File: src/rtl/pkg_mpu.sv
// Types and constants shared by the host interface bridge and the engine link.
package pkg_mpu;
  localparam int HIF_DEPTH   = 8;
  localparam int HIF_MAX_LEN = 1024;
  localparam int HIF_WORD_W  = 32;

  typedef struct packed {
    logic [3:0]  pkt_type;
    logic [11:0] rsvd;
    logic [15:0] len;
  } hif_hdr_t;

  typedef logic [HIF_WORD_W-1:0] mpu_if_t;

  typedef enum logic [1:0] {ST_IDLE, ST_HDR, ST_PAYLOAD, ST_ERR} fr_state_t;
endpackage

File: src/rtl/sync_fifo.sv
// Single-clock FIFO with occupancy counter; a full FIFO accepts a push that coincides with a pop.
module sync_fifo #(
  parameter int  DEPTH = 8,
  parameter type T     = logic [31:0]
) (
  input  logic clock,
  input  logic reset,
  input  logic push,
  input  T     wdata,
  input  logic pop,
  output T     rdata,
  output logic full,
  output logic empty
);
  localparam int AW = $clog2(DEPTH);
  localparam int CW = $clog2(DEPTH + 1);

  T              mem [DEPTH];
  logic [AW-1:0] wr_ptr_q, wr_ptr_d, rd_ptr_q, rd_ptr_d;
  logic [CW-1:0] count_q, count_d;
  logic          do_push, do_pop;

  assign empty   = (count_q == '0);
  assign full    = (count_q == CW'(DEPTH));
  assign rdata   = mem[rd_ptr_q];
  assign do_pop  = pop && !empty;
  assign do_push = push && (!full || do_pop);

  // Pointers are AW bits wide, so they wrap modulo DEPTH on their own.
  always_comb begin
    wr_ptr_d = wr_ptr_q + AW'(do_push);
    rd_ptr_d = rd_ptr_q + AW'(do_pop);
    count_d  = count_q + CW'(do_push) - CW'(do_pop);
  end

  // NOTE: clocked state uses <= so every flop samples pre-edge values; = here would chain updates within one edge.
  always_ff @(posedge clock or posedge reset) begin
    if (reset) begin
      wr_ptr_q <= '0;
      rd_ptr_q <= '0;
      count_q  <= '0;
    end else begin
      wr_ptr_q <= wr_ptr_d;
      rd_ptr_q <= rd_ptr_d;
      count_q  <= count_d;
    end
  end

  // NOTE: storage has no reset; occupancy lives in count_q, so stale entries are never presented as valid.
  always_ff @(posedge clock) begin
    if (do_push) mem[wr_ptr_q] <= wdata;
  end
endmodule

File: src/rtl/host_if_bridge.sv
// Host-to-engine bridge: frames host packets into engine strobes and buffers engine replies for the host.
module host_if_bridge
  import pkg_mpu::*;
#(
  parameter int DEPTH   = HIF_DEPTH,
  parameter int WIDTH   = 32,
  parameter int MAX_LEN = HIF_MAX_LEN
) (
  input  logic             clock,
  input  logic             reset,
  input  logic             I_Ext_Valid,
  input  logic [WIDTH-1:0] I_Ext_Data,
  output logic             O_Ext_Ready,
  output logic             O_Ext_Valid,
  output logic [WIDTH-1:0] O_Ext_Data,
  input  logic             I_Ext_Ready,
  output logic             O_Req_IF,
  output mpu_if_t          O_Data_IF,
  input  logic             I_Req_IF,
  input  mpu_if_t          I_Data_IF,
  input  logic             I_Wait,
  output logic             O_Busy,
  output logic             O_Err,
  output logic             O_Ovf
);
  localparam int RW = $clog2(MAX_LEN + 1);

  fr_state_t        state_q, state_d;
  logic [RW-1:0]    rem_q, rem_d;
  logic             req_q, req_d;
  mpu_if_t          data_q, data_d;
  logic             err_q, err_d;
  logic             ovf_q, ovf_d;
  logic             in_push, in_pop, in_full, in_empty;
  logic [WIDTH-1:0] in_rdata;
  hif_hdr_t         in_hdr;
  logic             ret_pop, ret_full, ret_empty;
  mpu_if_t          ret_rdata;

  // Ready is forced low while reset is held so no host word is taken mid-reset.
  assign O_Ext_Ready = !in_full && !reset;
  assign in_push     = I_Ext_Valid && O_Ext_Ready;
  assign in_hdr      = hif_hdr_t'(32'(in_rdata));

  sync_fifo #(.DEPTH(DEPTH), .T(logic [WIDTH-1:0])) u_in_fifo (
    .clock (clock),
    .reset (reset),
    .push  (in_push),
    .wdata (I_Ext_Data),
    .pop   (in_pop),
    .rdata (in_rdata),
    .full  (in_full),
    .empty (in_empty)
  );

  assign ret_pop     = !ret_empty && I_Ext_Ready;
  assign O_Ext_Valid = !ret_empty;
  assign O_Ext_Data  = ret_empty ? '0 : WIDTH'(ret_rdata);
  assign ovf_d       = ovf_q || (I_Req_IF && ret_full && !ret_pop);

  sync_fifo #(.DEPTH(DEPTH), .T(mpu_if_t)) u_ret_fifo (
    .clock (clock),
    .reset (reset),
    .push  (I_Req_IF),
    .wdata (I_Data_IF),
    .pop   (ret_pop),
    .rdata (ret_rdata),
    .full  (ret_full),
    .empty (ret_empty)
  );

  // NOTE: every always_comb output gets a default first, so no path leaves a value unassigned and infers a latch.
  always_comb begin
    state_d = state_q;
    rem_d   = rem_q;
    req_d   = 1'b0;
    data_d  = data_q;
    err_d   = err_q;
    in_pop  = 1'b0;
    unique case (state_q)
      // Entering HDR on the push itself lets the header go out the very next cycle.
      ST_IDLE: if (in_push || !in_empty) state_d = ST_HDR;
      ST_HDR: begin
        if (!in_empty && !I_Wait) begin
          in_pop = 1'b1;
          if (int'(in_hdr.len) > MAX_LEN) begin
            err_d   = 1'b1;
            state_d = ST_ERR;
          end else begin
            req_d  = 1'b1;
            data_d = mpu_if_t'(in_hdr);
            if (in_hdr.len == 16'd0) begin
              state_d = ST_IDLE;
            end else begin
              rem_d   = RW'(in_hdr.len);
              state_d = ST_PAYLOAD;
            end
          end
        end
      end
      ST_PAYLOAD: begin
        if (!in_empty && !I_Wait) begin
          in_pop = 1'b1;
          req_d  = 1'b1;
          data_d = mpu_if_t'(in_rdata);
          rem_d  = rem_q - RW'(1);
          if (rem_q == RW'(1)) state_d = ST_IDLE;
        end
      end
      ST_ERR: begin
        if (in_empty) state_d = ST_IDLE;
        else          in_pop  = 1'b1;
      end
      default: state_d = ST_IDLE;
    endcase
  end

  always_ff @(posedge clock or posedge reset) begin
    if (reset) begin
      state_q <= ST_IDLE;
      rem_q   <= '0;
      req_q   <= 1'b0;
      data_q  <= '0;
      err_q   <= 1'b0;
      ovf_q   <= 1'b0;
    end else begin
      state_q <= state_d;
      rem_q   <= rem_d;
      req_q   <= req_d;
      data_q  <= data_d;
      err_q   <= err_d;
      ovf_q   <= ovf_d;
    end
  end

  assign O_Req_IF  = req_q;
  assign O_Data_IF = data_q;
  assign O_Busy    = (state_q != ST_IDLE);
  assign O_Err     = err_q;
  assign O_Ovf     = ovf_q;
endmodule

File: config.mk
export PLATFORM = sky130hd
export DESIGN_NAME = host_if_bridge
export DESIGN_NICKNAME = d
export VERILOG_FILES = /design/src/rtl/pkg_mpu.sv /design/src/rtl/sync_fifo.sv /design/src/rtl/host_if_bridge.sv
export SDC_FILE = /design/constraint.sdc
export NUM_CORES = 1
export LEC_CHECK = 0
export ABC_AREA = 0
export BUFFER_PORTS_ARGS = -buffer_cell sky130_fd_sc_hd__buf_2
export CAP_MARGIN = 15
export CORE_MARGIN = 5
export CORE_UTILIZATION = 50
export DETAILED_ROUTE_END_ITERATION = 16
export GPL_TIMING_DRIVEN = 0
export PLACE_DENSITY_LB_ADDON = 0.15
export SKIP_CTS_REPAIR_TIMING = 1
export SLEW_MARGIN = 20
export SYNTH_ARGS = -nofsm -noshare
export SYNTH_HDL_FRONTEND = slang
export SYNTH_SLANG_ARGS = --single-unit
File: constraint.sdc
create_clock -name clock -period 6.3 [get_ports clock]
set_clock_uncertainty 0.05 [all_clocks]
set_input_delay 0.63 -clock clock [delete_from_list [all_inputs] [get_ports clock]]
set_output_delay 0.63 -clock clock [all_outputs]
set_load 0.01 [all_outputs]
After elaboration in Yosys (flattened, before gate mapping)
Memories as Yosys holds them, arrays and structs flattened.
Index checks and enable logic that the tools add are counted.

operators by class
  add/subtract/negate cells = 9
  equal/unequal tests = 13
  reductions and logical operators = 32
  multiplexer cells = 28
  $lt $le $gt $ge = 1

operators with widths
  kind                                                             count
  two-way mux 32 bit                                               4
  one-hot mux 32 bit (2 select lines)                              1
  two-way mux 11 bit                                               4
  one-hot mux 11 bit (2 select lines)                              1
  greater-than comparator 16 x 11 -> 1 bit, second input constant  1
  logical NOT 16 bit                                               1
  two-way mux 2 bit                                                7
  adder 3 x 1 -> 3 bit                                             4
  != test 2 bit, second input constant                             6
  equality test 11 x 1 -> 1 bit, second input constant             1
  subtractor 11 x 1 -> 11 bit, second input constant               1
  logical AND 1 bit                                                10
  AND reduction 5 bit                                              2
  adder 4 x 1 -> 4 bit                                             2
  equality test 4 bit, second input constant                       2
  logical NOT 4 bit                                                2
  two-way mux 1 bit                                                8
  one-hot mux 2 bit (4 select lines)                               1
  subtractor 4 x 1 -> 4 bit                                        2
  logical NOT 1 bit                                                7
  equality test 2 bit, second input constant                       2
  logical OR 1 bit                                                 4
  one-hot mux 1 bit (2 select lines)                               2
  AND reduction 4 bit                                              1
  other kinds (6)                                                  7

storage, ports and cells
  flip-flop bits (word level) = 68
  memory bits (writable) = 512
  input port bits = 70
  memories = 2
  output and inout port bits = 70
  logic and storage cells = 97

memories
  name            words  width  read ports  clocked after Yosys merged registers in  wr ports  line             source
  u_in_fifo.mem   8      32     1           0                                        1         sync_fifo.sv:18  T mem [DEPTH];
  u_ret_fifo.mem  8      32     1           0                                        1         sync_fifo.sv:18

Depth between registers and ports, before layout
Gate-level depths: netlist of the first run.

  depth in word-level cells = 10
  mapped depth = 13
  gate-level depth less buffers = 12

By module
Synthesis of the first run repeated with hierarchy kept, for this count alone.

unflattened totals
  cell total of the unflattened synthesis = 1095
  area total of the unflattened synthesis = 23369.9 sq um

by module, submodules not included
  module                   cells each  area each (sq um)  times used
  sync_fifo at u_ret_fifo  422         10357.4            1
  sync_fifo at u_in_fifo   422         10356.2            1
  host_if_bridge           251         2656.3             1

Least setup slack after synthesis of the first run
No wires, ideal clock.

  path kind = input -> register
  start = in reset
  end = mem u_in_fifo.mem[0][0] (netlist bit), enable pin
  stages on the path = 3
  library setup time = 0.501 ns
  path slack = 1.609 ns
  arrival = 4.140 ns
  path buffers = 0
  path through = a21oi_1 > nand2_1 > nor4_1

on the way
  cells in the longest elaborated chain, start to end = 6

RTL lines
  element                                  line                  source
  start, declared                          host_if_bridge.sv:10  input logic reset,
  logical NOT 1 bit (no source line)       --
  logical AND 1 bit                        host_if_bridge.sv:41  assign O_Ext_Ready = !in_full && !reset;
  logical AND 1 bit                        host_if_bridge.sv:42  assign in_push = I_Ext_Valid && O_Ext_Ready;
  logical AND 1 bit                        sync_fifo.sv:27       assign do_push = push && (!full || do_pop);
  two-way mux 1 bit                        sync_fifo.sv:51       if (do_push) mem[wr_ptr_q] <= wdata;
  two-way mux 1 bit (not written as such)  sync_fifo.sv:51
  end, declared                            sync_fifo.sv:18

Every way passes these cells.

Final worst setup path of the first run
  start = reg u_in_fifo.rd_ptr_q[2]
  end = reg data_q[10] (netlist: O_Data_IF[10])

on the way
  cells in the longest elaborated chain, start to end = 4
  elaborated cells on any way between the ends = 8

RTL lines
  element                                                                                      line                   source
  start, declared                                                                              sync_fifo.sv:19        logic [AW-1:0] wr_ptr_q, wr_ptr_d, rd_ptr_q, rd_ptr_d;
  start signal, assigned                                                                       sync_fifo.sv:44        rd_ptr_q <= rd_ptr_d;
  memory read (8 x 32 bit) (*)                                                                 --
  greater-than comparator 16 x 11 -> 1 bit or two-way mux 32 bit (tied branches)               host_if_bridge.sv:86   if (int'(in_hdr.len) > MAX_LEN) begin
  != test 2 bit (no source line) or two-way mux 32 bit (tied branches)                         --
  AND reduction 4 bit (no source line) or one-hot mux 32 bit (2 select lines) (tied branches)  --
  end signal, assigned                                                                         host_if_bridge.sv:130  data_q <= data_d;
  end, declared                                                                                host_if_bridge.sv:31   mpu_if_t data_q, data_d;

Mark *: on every way between the ends. The rest lies on a longest branch, timed or not. The select of a mux whose other input is x is not followed.
A chain may end at the register's enable or synchronous reset.

==> results of run 1 <==
[state kept, by name, summed over array words and instances, names as in the netlist]
register             cells
O_Data_IF               32
O_Err                    1
O_Ovf                    1
O_Req_IF                 1
rem_q                   11
state_q                  2
u_in_fifo.count_q        4
u_in_fifo.mem          256
u_in_fifo.rd_ptr_q       3
u_in_fifo.wr_ptr_q       3
u_ret_fifo.count_q       4
u_ret_fifo.mem         256
u_ret_fifo.rd_ptr_q      3
u_ret_fifo.wr_ptr_q      3
[how the worst max path moves through the flow]
stage / endpoint / slack (ns)
global route: O_Data_IF[27] / 1.80
detailed placement: O_Data_IF[11] / 1.98
finish: O_Data_IF[10] / 1.97
global placement: u_in_fifo.mem[0][23] / -1.93
floorplan: u_in_fifo.mem[0][0] / 1.61
CTS: O_Data_IF[10] / 1.94
[where the power goes]
part	internal, mW	total, mW	switching [mW]
sequential	4.79	5.04	0.247
clock	1.78	3.15	1.36
combinational	1.86	3.99	2.14
[layer usage]
layer  vias up  GRT usage  wire [µm]
li1       5031          -          -
met1      5895      0.264      20000
met2       251      0.326      24300
met3        65     0.0358       2350
met4         6     0.0428        812
met5         -          0         47
[cell type report]
| class | instances | area (µm²) | area share |
|---|---|---|---|
| flip-flops and latches | 580 | 17100 | 0.635 |
| plain buffers | 49 | 235 | 0.00875 |
| repair buffers | 190 | 1370 | 0.0508 |
| clock inverters | 27 | 176 | 0.00656 |
| diodes | 2 | 5.00 | 0.000186 |
| clock buffers | 77 | 1540 | 0.0574 |
| well taps | 600 | 751 | 0.0279 |
| multi-input cells | 450 | 5610 | 0.209 |
| inverters | 35 | 134 | 0.00498 |
[cells in the mapped netlist (all sizes together) (2+ instances only)]
master	instances	area (µm²)
inv	33	124
a211o	2	17.5
nor2	57	216
ha	25	313
or3	4	25.0
xor2	7	61.3
o31ai	3	22.5
dfrtp	68	1700
a41o	2	20.0
a21o	2	15.0
mux2	52	672
a221o	4	40.0
nand4	2	12.5
a31oi	6	52.6
o21ai	7	35.0
and2	2	12.5
o22ai	7	43.8
nand3	3	15.0
clkbuf	21	78.8
or2	2	12.5
nor3b	2	15.0
xnor2	3	45.1
nand2b	7	43.8
o21bai	2	15.0
buf	28	155
nor3	24	120
nand2	18	67.6
or4	4	33.8
nor4	5	31.3
edfxtp	512	15400
clkinv	2	7.51
mux4	128	2880
a21oi	10	61.3
fa	2	40.0
mux2i	49	490
[critical path, stage by stage, from the launching register on]
cell      delay (ns)
dfrtp_1         0.42
buf_1           0.52
clkbuf_1        0.60
mux4_2          0.41
mux2i_1         0.51
nand4_1         0.18
or3_1           0.36
buf_6           0.15
a21oi_4         0.23
a31oi_4         0.20
buf_6           0.24
mux2_4          0.30
[logic make-up after synthesis]
family                     Yosys count
DFF                                580
and+or+nand+nor                    133
AOI/OAI and AO/OA                   51
adders and majority gates           27
xor gates and xnor gates            10
buffers and inverters               84
muxes                              229
==> reports/results.ini, run 1 <==
[status]
outcome = complete, but fails checks
violations = negative hold slack

[final_layout]
fill_cells = 3304
final_util = 0.593
final_cell_mix = 512 x edfxtp_1, 149 x buf_2, 128 x mux4_2, 68 x dfrtp_1, 58 x clkbuf_16
final_cell_area_um2 = 26900
final_layout_size_suffix_gt1_frac = 0.336
final_cells = 2010
fin_nets = 1460
area.growth.synth_to_final_pct = 17.2
final_common_cell = edfxtp_1

[floorplanning]
dieHeight_um = 224
initial_core_util = 0.506
core-area_um2 = 45400
num_rows = 78
ios = 140
die_w_um = 224
dieArea_um2 = 50300

[sta]
timing.fmax_mhz = 231
tns_ns = 0
slew_violations = 0
layout_worst_path_cycle_share = 0.687
setup_viol = 0
holdWs_ns = -0.00215
rsz0062_at_grt = no
relSlewSlack = 0.349
tightest_slew_ns = 0.977
finalHoldViolCount = 5
fin_ws_ns = 1.97
fin_crit_ns = 4.33

[cts]
clockBufferDepth = 3
cts-root-buf = clkbuf_16
h-tree-depth = 2
clk_latency_ns = 0.60
cts_sinks = 580
clkSlewWorstSetupHoldPaths_ns = 0.06
cts-buffers-inserted = 57
cts_tree = built

[synthesis]
synthCells = 1114
synth.distinct_cells = 53
synth.avg_cell_area_um2 = 20.6
synth_simple_gate_area_frac = 0.0275
synth_compound_area_frac = 0.0162
synthMuxAreaShare = 0.176
ys_seq_area_frac = 0.744
synth_xor_area_frac = 0.00463
async_flop_share = 0.117
syn_nets = 1211
synth_edf_count = 512
syn_area_um2 = 22900
yosys_warnings = 0
synth_seq_cells = 580
synth_fa_ha_area_frac = 0.0154
synthFlopType = edfxtp_1
synth_top_family_by_area = multiplexers

[grt]
grt_max_degree = 40
overflow = 0
antenna_found_initial = 6
grt_pass1_wl_um = 72900
grtUsageTotal = 0.192
first_global_vias = 11700

[placement]
io_buffer_count = 139
hpwl_um = 31500
dp_slack_ns = 1.98
post_dp_cell_area_um2 = 25200
dp_cells = 1904
routabilityCongestion = 0.839

[setup_path]
worstPathRequired_ns = 6.71
reg2regPathDepth = 11
worst_setup_path_start_kind = register
r2r_end = O_Data_IF[10]
cp_max_fo = 10
r2r_slack_ns = 1.97
end_kind = register
critPathLaunch = u_in_fifo.rd_ptr_q[2]
arrival_ns = 4.74
r2r-start = u_in_fifo.rd_ptr_q[2]
path_class = reg2reg

[pwr]
power_density_nw_per_um2 = 453
vdd_drop_max_uv = 310
p_leak_nw = 9.53
power_mw = 12.2

[detailed_routing]
via_per_inst = 5.60
vias = 11200
drt_iter0_markers = 802
drc = 0
wl_per_cell_um = 23.7
firstDrtPassIters = 5
antenna_left = 0
drt_wl_total_um = 47600

[worst_hold_path]
hold_class = in2async

[job]
maxCapViolCount = 0

Power figures use the tool's default switching activity.
==> run 2, diff against run 1 <==
--- a/config.mk
+++ b/config.mk
@@ -5,7 +5,7 @@
 export SDC_FILE = /design/constraint.sdc
 export NUM_CORES = 1
 export LEC_CHECK = 0
-export ABC_AREA = 0
+export ABC_AREA = 1
 export BUFFER_PORTS_ARGS = -buffer_cell sky130_fd_sc_hd__buf_2
 export CAP_MARGIN = 15
 export CORE_MARGIN = 5
==> constraint.sdc (replaced) <==
create_clock -name clock -period 3.7 [get_ports clock]
set_clock_uncertainty 0.05 [all_clocks]
set_input_delay 0.37 -clock clock [delete_from_list [all_inputs] [get_ports clock]]
set_output_delay 0.37 -clock clock [all_outputs]
set_load 0.01 [all_outputs]
==> run 2 against run 1 <==
The run now ends clean. Final cell count up 48%. Critical endpoint is now O_Ext_Data[27]. First-iteration DRC count grew 88%. Combinational power increased by 130%.
==> reports/results.ini, run 2 <==
[status]
outcome = finished, final reports clean

[floorplanning]
core-area_um2 = 47500  ; +4.8%
dieHeight_um = 229  ; +2.0%
dieArea_um2 = 52300  ; +4.1%
ios = 140  ; unchanged
num_rows = 80  ; +2.6%
die_w_um = 229  ; +2.0%
initial_core_util = 0.503  ; -0.00244

[sta]
timing.fmax_mhz = 289
layout_worst_path_cycle_share = 0.936
tightest_slew_ns = 0.849  ; -0.128 ns
rsz0062_at_grt = no
relSlewSlack = 0.432  ; +0.0829
setup_viol = 0  ; unchanged
tns_ns = 0  ; unchanged
slew_violations = 0  ; unchanged
finalHoldViolCount = 0  ; -5
fin_crit_ns = 3.46

[synthesis]
synthCells = 2043  ; +83%
async_flop_share = 0.117  ; unchanged
synth.avg_cell_area_um2 = 11.7  ; -43%
yosys_warnings = 0  ; unchanged
synth.distinct_cells = 38  ; -28%
ys_seq_area_frac = 0.714  ; -0.0304
yosysMostFrequentCell = edfxtp_1
synthFlopType = edfxtp_1
syn_area_um2 = 23900  ; +4.3%
syn_nets = 2140  ; +77%
synth_edf_count = 512  ; unchanged
synth_top_area_frac = 0.643  ; -0.0274
synth_area_leaders = edfxtp_1 64%, dfrtp_1 7.1%, nand2_1 6.2%
synth_top_area_cell = edfxtp_1
ys_top_cells_by_count = 512 x edfxtp_1, 393 x nand2_1, 249 x nor2_1
synth_seq_cells = 580  ; unchanged

[setup_path]
end_kind = output pin
r2r_end = u_in_fifo.mem[5][13]
arrival_ns = 3.04  ; -1.70 ns
r2r-start = u_in_fifo.count_q[2]
crit_path_cell_trace = inv_1 -> clkbuf_1 -> clkbuf_2 -> clkbuf_2 -> nor2_1 -> o22ai_1 -> o21ai_0 -> a31oi_1 -> buf_2
crit_family = buffers and inverters
reg2regPathDepth = 9  ; -2
worstPathRequired_ns = 3.28  ; -3.43 ns
cp_max_fo = 10  ; unchanged
worst_setup_path_start_kind = register
slowest_delay_ns = 0.42  ; -0.18 ns
cp_common_cell = clkbuf_2
critPathBufInv = 5  ; +1
critPathLaunch = u_ret_fifo.rd_ptr_q[0]
r2r_slack_ns = 0.67  ; -1.30 ns
path_class = reg2out
crit_slowest_cell = dfrtp_1

[final_layout]
final_cells = 2980  ; +48%
fin_nets = 2411  ; +65%
final_cell_mix = 512 x edfxtp_1, 393 x nand2_1, 233 x nor2_1, 177 x o21ai_0, 159 x buf_2
area.growth.synth_to_final_pct = 19.9
fill_cells = 3747  ; +13%
final_common_cell = edfxtp_1
final_layout_size_suffix_gt1_frac = 0.145  ; -0.191

[placement]
hpwl_um = 40500  ; +29%
io_buffer_count = 139  ; unchanged
dp_cells = 2819  ; +48%
routabilityCongestion = 0.845  ; +0.70%

[detailed_routing]
drt_iter0_markers = 1510  ; +88%
vias = 16400  ; +46%
drt_wl_total_um = 61500  ; +29%
drc = 0  ; unchanged
antenna_left = 0  ; unchanged
firstDrtPassIters = 5  ; unchanged
via_per_inst = 5.52  ; -1.4%
wl_per_cell_um = 20.6  ; -13%

[grt]
antenna_found_initial = 4  ; -2
grt_pass1_wl_um = 94200  ; +29%
first_global_vias = 16100  ; +37%
grtUsageTotal = 0.231  ; +0.0389
overflow = 0  ; unchanged
grt_max_degree = 37  ; -7.5%

[cts]
clk_latency_ns = 0.62  ; +0.02 ns
clockBufferDepth = 3  ; unchanged
cts-buffers-inserted = 58  ; +1.8%
h-tree-depth = 2  ; unchanged
clkSlewWorstSetupHoldPaths_ns = 0.06  ; about the same
cts_sinks = 580  ; unchanged
cts-root-buf = clkbuf_16
cts_tree = built

[worst_hold_path]
hold_depth = 1
min_from = I_Data_IF[19]
holdPathEnd = u_ret_fifo.mem[1][19]
hold_class = in2reg

[pwr]
power_mw = 24.1  ; +98%
vdd_drop_max_uv = 478  ; +54%
p_leak_nw = 11.1  ; +16%
power_density_nw_per_um2 = 840  ; +86%

[job]
maxCapViolCount = 0  ; unchanged

run 2: how the worst max path moves through the flow:
stage	cells past startpoint	to
floorplan	6	u_in_fifo.mem[0][0]
global placement	6	u_in_fifo.mem[4][10]
detailed placement	9	O_Ext_Data[28]
CTS	9	O_Ext_Data[28]
global route	8	O_Ext_Data[22]
finish	9	O_Ext_Data[27]
run 2: cell type report:
class                      instances  area [µm²]  share of cell area
clock buffer                      72        1610              0.0560
sequential                       580       17100               0.595
multi-input combinational       1187        5800               0.202
buffer                           114         568              0.0198
clock inverter                    38         548              0.0191
antenna                            1        2.50           0.0000872
inverter                         162         616              0.0215
tap                              615         769              0.0268
timing repair buffer             211        1710              0.0596
run 2: per-stage QoR:
stage	worst slack (ns)	util	hold WS (ns)	instance area (µm²)
after floorplan	0.582	-	0.392	23900
after global placement	-1.25	0.534	0.399	25400
after detailed placement	0.543	0.547	0.401	26000
after CTS	-0.135	0.593	-0.256	28200
after global routing	0.00987	0.604	0.000427	28700
final	0.236	0.604	0.00860	28700
run 2: cell families after synthesis:
group / count (synthesis) / synth area share
and+or+nand+nor: 774 / 0.130
DFF: 580 / 0.714
muxes: 1 / 0.000418
xor gates and xnor gates: 9 / 0.00329
adders and majority gates: 27 / 0.0147
AOI/OAI and AO/OA: 376 / 0.0883
buffers and inverters: 276 / 0.0491
run 2: power breakdown:
| group | switching (mW) | leakage, nW | internal [mW] |
|---|---|---|---|
| clock network | 2.48 | 1.04 | 4.05 |
| registers | 0.382 | 5.47 | 8.17 |
| logic | 6.16 | 4.59 | 2.88 |
run 2: metal layers:
metal / vias up / track usage / routed length [µm]
met5: - / 0 / 36
met4: 6 / 0.0677 / 1620
met3: 116 / 0.0494 / 4320
met2: 638 / 0.396 / 30900
met1: 7994 / 0.298 / 24600
li1: 7681 / - / -
